$ cat src/rtl/mips_instr_writer.sv
// rtl/mips_instr_writer.sv - MIPS R/I/J word assembler and 64-word instruction store writer
// Optional opcode legality checking is enabled by defining MIPS_WR_LEGAL_CHECK_EN.
module mips_instr_writer #(
  parameter int DEPTH = 64,
  parameter int AW    = 6
) (
  input  logic          i_clk,
  input  logic          i_rst_n,
  input  logic          i_clear,
  input  logic          i_in_valid,
  output logic          o_in_ready,
  input  logic [1:0]    i_fmt,
  input  logic [5:0]    i_op,
  input  logic [4:0]    i_rs,
  input  logic [4:0]    i_rt,
  input  logic [4:0]    i_rd,
  input  logic [4:0]    i_shamt,
  input  logic [5:0]    i_funct,
  input  logic [15:0]   i_imm,
  input  logic [25:0]   i_target,
  input  logic [AW-1:0] i_rd_addr,
  output logic [31:0]   o_rd_data,
  output logic [AW-1:0] o_wr_ptr,
  output logic [AW:0]   o_level,
  output logic          o_full,
  output logic          o_err,
  output logic [2:0]    o_cnt_r,
  output logic [2:0]    o_cnt_i,
  output logic [1:0]    o_cnt_j
);

  typedef enum logic [1:0] {S_IDLE, S_ENC, S_WRITE} state_t;

  localparam logic [AW-1:0] PTR_ONE = {{(AW-1){1'b0}}, 1'b1};
  localparam logic [AW:0]   LVL_ONE = {{AW{1'b0}}, 1'b1};
  localparam logic [AW:0]   LVL_MAX = (AW+1)'(DEPTH);

  state_t r_state, w_state_nxt;

  logic [1:0]  r_fmt;
  logic [5:0]  r_op, r_funct;
  logic [4:0]  r_rs, r_rt, r_rd, r_shamt;
  logic [15:0] r_imm;
  logic [25:0] r_target;

  logic [31:0]   r_mem [DEPTH];
  logic [31:0]   r_rd_data;
  logic [AW-1:0] r_wr_ptr;
  logic [AW:0]   r_level;
  logic          r_err;
  logic [2:0]    r_cnt_r, r_cnt_i;
  logic [1:0]    r_cnt_j;

  logic [31:0] w_word;
  logic        w_legal;
  logic        w_accept;
  logic        w_commit;
  logic        w_reject;

  assign o_full     = (r_level == LVL_MAX);
  assign o_in_ready = (r_state == S_IDLE) && !o_full;
  assign w_accept   = i_in_valid && o_in_ready && !i_clear;
  assign w_commit   = (r_state == S_WRITE) && !i_clear;
  assign w_reject   = (r_state == S_ENC) && !w_legal && !i_clear;

  always_comb begin
    w_word = {r_op, r_target};
    case (r_fmt)
      2'd0:    w_word = {r_op, r_rs, r_rt, r_rd, r_shamt, r_funct};
      2'd1:    w_word = {r_op, r_rs, r_rt, r_imm};
      default: w_word = {r_op, r_target};
    endcase
  end

`ifdef MIPS_WR_LEGAL_CHECK_EN
  // REGIMM (0x01) never reaches the store, whatever the format claims.
  always_comb begin
    w_legal = 1'b0;
    case (r_fmt)
      2'd0:    w_legal = (r_op == 6'h00);
      2'd1:    w_legal = (r_op[5:2] != 4'h0);
      2'd2:    w_legal = (r_op == 6'h02) || (r_op == 6'h03);
      default: w_legal = 1'b0;
    endcase
    if (r_op == 6'h01) w_legal = 1'b0;
  end
`else
  always_comb begin
    w_legal = (r_fmt != 2'd3);
  end
`endif

  always_ff @(posedge i_clk or negedge i_rst_n) begin
    if (!i_rst_n) r_state <= S_IDLE;
    else          r_state <= w_state_nxt;
  end

  always_comb begin
    w_state_nxt = r_state;
    case (r_state)
      S_IDLE:  if (w_accept) w_state_nxt = S_ENC;
      S_ENC:   w_state_nxt = w_legal ? S_WRITE : S_IDLE;
      S_WRITE: w_state_nxt = S_IDLE;
      default: w_state_nxt = S_IDLE;
    endcase
    if (i_clear) w_state_nxt = S_IDLE;
  end

  always_ff @(posedge i_clk or negedge i_rst_n) begin
    if (!i_rst_n) begin
      r_fmt    <= 2'd0;
      r_op     <= 6'd0;
      r_rs     <= 5'd0;
      r_rt     <= 5'd0;
      r_rd     <= 5'd0;
      r_shamt  <= 5'd0;
      r_funct  <= 6'd0;
      r_imm    <= 16'd0;
      r_target <= 26'd0;
    end else if (w_accept) begin
      r_fmt    <= i_fmt;
      r_op     <= i_op;
      r_rs     <= i_rs;
      r_rt     <= i_rt;
      r_rd     <= i_rd;
      r_shamt  <= i_shamt;
      r_funct  <= i_funct;
      r_imm    <= i_imm;
      r_target <= i_target;
    end
  end

  always_ff @(posedge i_clk or negedge i_rst_n) begin
    if (!i_rst_n) begin
      r_wr_ptr <= '0;
      r_level  <= '0;
      r_err    <= 1'b0;
      r_cnt_r  <= 3'd0;
      r_cnt_i  <= 3'd0;
      r_cnt_j  <= 2'd0;
    end else if (i_clear) begin
      r_wr_ptr <= '0;
      r_level  <= '0;
      r_err    <= 1'b0;
      r_cnt_r  <= 3'd0;
      r_cnt_i  <= 3'd0;
      r_cnt_j  <= 2'd0;
    end else begin
      if (w_reject) r_err <= 1'b1;
      if (w_commit) begin
        r_wr_ptr <= r_wr_ptr + PTR_ONE;
        r_level  <= r_level + LVL_ONE;
        case (r_fmt)
          2'd0:    r_cnt_r <= r_cnt_r + 3'd1;
          2'd1:    r_cnt_i <= r_cnt_i + 3'd1;
          2'd2:    r_cnt_j <= r_cnt_j + 2'd1;
          default: ;
        endcase
      end
    end
  end

  // Storage array has no reset so it maps onto plain RAM.
  always_ff @(posedge i_clk) begin
    if (w_commit && i_rst_n) r_mem[r_wr_ptr] <= w_word;
  end

  always_ff @(posedge i_clk or negedge i_rst_n) begin
    if (!i_rst_n) r_rd_data <= 32'd0;
    else          r_rd_data <= r_mem[i_rd_addr];
  end

  assign o_rd_data = r_rd_data;
  assign o_wr_ptr  = r_wr_ptr;
  assign o_level   = r_level;
  assign o_err     = r_err;
  assign o_cnt_r   = r_cnt_r;
  assign o_cnt_i   = r_cnt_i;
  assign o_cnt_j   = r_cnt_j;

endmodule

$ cat config.mk
export PLATFORM = sky130hd
export DESIGN_NAME = mips_instr_writer
export DESIGN_NICKNAME = d
export VERILOG_FILES = /design/src/rtl/mips_instr_writer.sv
export SDC_FILE = /design/constraint.sdc
export NUM_CORES = 2
export LEC_CHECK = 0
export ABC_AREA = 1
export BUFFER_PORTS_ARGS = -buffer_cell sky130_fd_sc_hd__buf_4
export CELL_PAD_IN_SITES_DETAIL_PLACEMENT = 1
export CELL_PAD_IN_SITES_GLOBAL_PLACEMENT = 1
export CORE_ASPECT_RATIO = 0.7
export CORE_UTILIZATION = 51
export DETAILED_ROUTE_END_ITERATION = 10
export GPL_ROUTABILITY_DRIVEN = 0
export HOLD_SLACK_MARGIN = 0.02
export PLACE_DENSITY = 0.86
export SLEW_MARGIN = 20
export SYNTH_ARGS = -nofsm -noshare
export SYNTH_HDL_FRONTEND = slang
export SYNTH_SLANG_ARGS = --single-unit
$ cat constraint.sdc
create_clock -name i_clk -period 4.65 [get_ports i_clk]
set_clock_uncertainty 0.1 [all_clocks]
set_input_delay 0.93 -clock i_clk [delete_from_list [all_inputs] [get_ports i_clk]]
set_output_delay 0.93 -clock i_clk [all_outputs]
set_load 0.02 [all_outputs]
# --- Word level (Yosys, flattened, before mapping) ---
# Memory sizes are Yosys's and may differ from the RTL's. A register that Yosys moved wholly into a read port is not among the register bits.
# Cells that the tools add are included.
word_totals:
  romBits: 0
  ff_bits: 100
  latchBits: 0
  mem_count: 1
  word_cells: 72
  ramBits: 2048
classes:
  addsub: 5
  order_cmp: 0
  bitwise: 0
  n_mux: 22
  multipliers: 0
  div: 0
  shifts: 0
  reduce_logical: 21
  eq_ne: 7
memory_table:
  columns: ["memory", "words", "width", "read_ports", "rd_clocked_by_memory_dff", "wr", "line_no", "source"]
  rows:
  - ["r_mem", 64, 32, 1, 1, 1, "46", "logic [31:0] r_mem [DEPTH];"]
op_table:
  columns: ["operator", "count"]
  rows:
  - ["26-bit case mux with 2 select lines", 1]
  - ["3-bit 2-to-1 mux", 6]
  - ["7-bit 2-to-1 mux", 2]
  - ["2-bit 2-to-1 mux", 6]
  - ["6-bit 2-to-1 mux", 2]
  - ["2-bit nonzero test", 5]
  - ["7-bit by 1-bit adder with 7-bit output, second input constant", 1]
  - ["7-bit equality test, second input constant", 1]
  - ["1-bit logical AND", 7]
  - ["3-bit by 1-bit adder with 3-bit output, second input constant", 2]
  - ["6-bit by 1-bit adder with 6-bit output, second input constant", 1]
  - ["2-bit AND reduction", 3]
  - ["2-bit by 1-bit equality test with 1-bit output, second input constant", 2]
  - ["2-bit equality test, second input constant", 2]
  - ["1-bit logical NOT", 4]
  - ["2-bit logical NOT", 2]
  - ["1-bit 2-to-1 mux", 4]
  - ["2-bit case mux with 2 select lines", 1]
  - ["3-bit inequality test, second input constant", 1]
  - ["2-bit by 1-bit adder with 2-bit output, second input constant", 1]
  - ["2-bit inequality test, second input constant", 1]

# --- Logic depth before layout (Yosys ltp) ---
logic_depth:
  depth_word: 8
  depth_mapped: 13

# --- Worst setup path before layout ---
# Ideal clock, no wire load.
synth_timing:
  path_kind: "reg-to-reg"
  startpoint: "register r_fmt[1]"
  endpoint: "memory r_mem[0][11] (data pin)"
  t_required_ps: 3848
  path_buffers: 1
  slack_ps: 467
  t_arrival_ps: 3381
  setup_ps: 702
  path_stages_with_launch: 5
  path_cell_list: "dfrtp_1 -> clkbuf_1 -> nor2_1 -> inv_1 -> o21ai_0"
synth_between:
  elab_chain_len: 2
  word_cells_on_any_way: 3
  cone_classes: "1 x eq/ne; 1 x mux; 1 x reduce/logical"
synth_rtl:
  columns: ["item", "line_no", "source"]
  rows:
  - ["from (decl)", "40", "logic [1:0] r_fmt;"]
  - ["from (signal assigned)", "121", "r_fmt <= i_fmt;"]
  - ["2-bit by 1-bit equality test with 1-bit output / 2-bit logical NOT (equally long branches)", "68", "case (r_fmt)"]
  - ["26-bit case mux with 2 select lines (*)", "68", null]
  - ["via w_word[11]", "54", "logic [31:0] w_word;"]
  - ["to (decl)", "46", null]
# Mark *: on every way through the listed nets, which the timed path passes. The rest lies on a longest branch.

# --- Worst setup path after layout ---
layout_timing:
  startpoint: "register r_state[0]"
  endpoint: "memory r_mem[54][11], enable pin"
layout_between:
  elab_chain_len: 5
layout_rtl:
  columns: ["item", "line_no", "source"]
  rows:
  - ["from (decl)", "38", "state_t r_state, w_state_nxt;"]
  - ["from (signal assigned)", "95", "else r_state <= w_state_nxt;"]
  - ["2-bit equality test", "63", "assign w_commit = (r_state == S_WRITE) && !i_clear;"]
  - ["1-bit logical AND", "63", null]
  - ["1-bit logical AND", "165", "if (w_commit && i_rst_n) r_mem[r_wr_ptr] <= w_word;"]
  - ["1-bit 2-to-1 mux", "165", null]
  - ["1-bit 2-to-1 mux (not written as such)", "165", null]
# No other way between the ends.

==> metrics.txt <==
status complete, no violations; Die Y 348 um; area leader, netlist edfxtp_1; CTS H-tree depth 4; I/O Pins 142; top cells by area, synth edfxtp_1 (70%), nand3_1 (11%), nand2_1 (11%), dfrtp_1 (3.8%), buf_2 (1.6%); f_max 0.270 GHz; Via Count 65000; share of the synthesized area in the top cell type 70.5%; vias per cell 6.62; setup bufs post-CTS 0; YS warnings 0; compound-gate portion of the synthesized area 0.247%; most frequent cells in the layout nand2_1 (2536), edfxtp_1 (2048), nand3_1 (1923), buf_4 (310), clkbuf_16 (207); # rows 126; fraction of layout cells with a size suffix above 1 9.93%; DRT Pass-1 Iters 6; Die ar. 173000 um^2; Rel. slew slack 19.5%; Final min period 3700 ps; Synth Area in Simple Gates 22.5%; post-synthesis cell type count 27; Synth Register Bits 2180; WL per Instance 32.1 um; largest net degree at the start of global routing 167; total track usage 36.4%; syn_nets 7403; RSZ-0062 raised after global routing no; Critical Path Sink Type flip-flop; CTS tree done; initial antenna violation count 19; Avg Cell Area, Syn 11.9 um^2; largest family of logic cells by synthesized area simple AND/OR/NAND/NOR gates; Die Width 496 um; Power Total 44000 uW; IO buf count 141; setup violators final 0; Post-DP HPWL 175000 um; crit-path max FO 25; Hold Path Class in2async; Required @ worst endpoint 5040 ps; clock latency on the worst-skew pair 870 ps; Area Overhead vs Synth 12.3%; Worst Setup Start Kind flip-flop; Routed Antenna Nets 0; clock share of power 37.0%; drt drc 0; Reg clk slew, reported paths 70 ps; Peak VDD IR 0.277 mV; Flop pwr share 52.3%; cts bufs inserted 201; total gr overflow 0; Logic pwr share 10.7%; Cells after DPL 9446; critical setup path kind reg2reg; XOR/XNOR share of the synthesized area 0.0502%; Final nets 7502; root buffer cell clkbuf_16; Starting Density 51.6%; Final Slew Violations 0; switch share 26.4%; Static Leakage 0.0356 uW; hold_buf cts 0; core area 169000 um^2; CTS max path bufs 3; Final period util 79.5%; Filler cells 16900; TNS Setup 0 ps; critical path arrival 4080 ps; post-synthesis sequential area ratio 74.3%; TritonCTS Sinks 2180; CTS resizes 0; WL final 315000 um; Final Hold Fails 0; Post-Syn Area 87300 um^2; NetSw 11600 uW; pwr/cell area 449 nW/um^2; Tightest Pin Transition 1200 ps; most common cell after layout, fill and taps aside nand2_1; Syn Inst Count 7312; MaxCap Viol Count 0; multiplexer share of the synthesized area 0%; adder-cell share of the synthesized area 0.0717%; non-filler cells in the finished layout 9826; vias in the first global route 67900; global-route wire length before repair 455000 um; initial DRC count 10500; Power Internal 32400 uW
## kinds of logic (layout without fill, tap and decap cells)
kind of cell | Yosys count | in the layout
compound gates | 37 | 37
other cells | 0 | 4
buf+inv | 506 | 776
fa+ha+maj | 5 | 5
xor+xnor | 5 | 5
flops | 2180 | 2180
simple gates | 4579 | 4579
## flip-flops by register name, summed over array words and instances, names as in the netlist
name,count
r_mem,2048
o_rd_data,32
r_target,26
r_imm,16
o_level,7
o_wr_ptr,6
r_funct,6
r_op,6
r_rd,5
r_rs,5
r_rt,5
r_shamt,5
o_cnt_i,3
o_cnt_r,3
o_cnt_j,2
r_fmt,2
r_state,2
o_err,1
## layout make-up
type,count,area [um^2],area share [%]
multi-input cells,4626,20500,21.0
clock buffers,268,5490,5.60
inverters,33,161,0.165
repair buffers,369,3480,3.55
diodes,4,10.0,0.0102
flip-flops and latches,2180,64800,66.1
clock inverters,106,723,0.738
well taps,2240,2800,2.86
## stage by stage
step / area [um^2] / util (%) / setup WS, ps / hold slack (ps)
after floorplan: 87300 / - / 467 / 349
after global placement: 91700 / 54.2 / 484 / 365
after detailed placement: 91700 / 54.2 / 435 / 366
after CTS: 97900 / 57.9 / 890 / 117
after global routing: 98000 / 57.9 / 919 / 153
final: 98000 / 57.9 / 952 / 140
## power groups by stage
stage	registers [uW]	clock network, uW	logic [uW]
floorplan	23600	0	2010
global placement	23400	0	4100
detailed placement	23400	0	4390
CTS	23000	16300	4490
global route	23000	16900	4790
finish	23000	16300	4690
## cells in the mapped netlist (all sizes together)
master  number
a41oi        1
nand2     2553
ha           5
buf        382
xor2         4
a211oi       1
clkinv       1
nand4        1
a31oi        1
xnor2        1
nor3         2
o22ai        2
a21oi        6
a22oi        8
dfrtp      132
o21ai       18
clkbuf      91
nand3     1932
inv         32
edfxtp    2048
nor2        91
## worst paths after layout
| check | startpoint | endpoint | slack (ps) | depth (start not counted) |
|---|---|---|---|---|
| max in group asynchronous | i_rst_n | o_rd_data[24]$_DFF_PN0_ | 2810 | 3 |
| min in group i_clk | i_target[11] | r_target[11]$_DFFE_PN0P_ | 160 | 3 |
| hold reg to reg | r_rd[2]$_DFFE_PN0P_ | r_rd[2]$_DFFE_PN0P_ | 380 | 2 |
| setup reg to reg | r_state[0]$_DFFE_PN0P_ | r_mem[54][11]$_DFFE_PP_ | 950 | 8 |
| hold / removal | i_rst_n | r_rs[0]$_DFFE_PN0P_ | 140 | 2 |
| setup / recovery | r_state[0]$_DFFE_PN0P_ | r_mem[54][11]$_DFFE_PP_ | 950 | 8 |
## critical path, stage by stage (launching register included)
cell,delay [ps]
dfrtp_1,430
nor2_1,210
nand2_1,130
inv_1,170
nand2_1,130
nor2_1,340
nand2_1,700
nor2_4,520
buf_4,540
## metal layers
metal | GRT usage (%) | vias to the layer above | wire length (um)
li1 | - | 26000 | -
met1 | 47.0 | 32700 | 112000
met2 | 56.9 | 5263 | 145000
met3 | 8.98 | 1128 | 39800
met4 | 19.3 | 18 | 18100
met5 | 0 | - | 121
No activity file was read; power rests on OpenSTA's default activity.
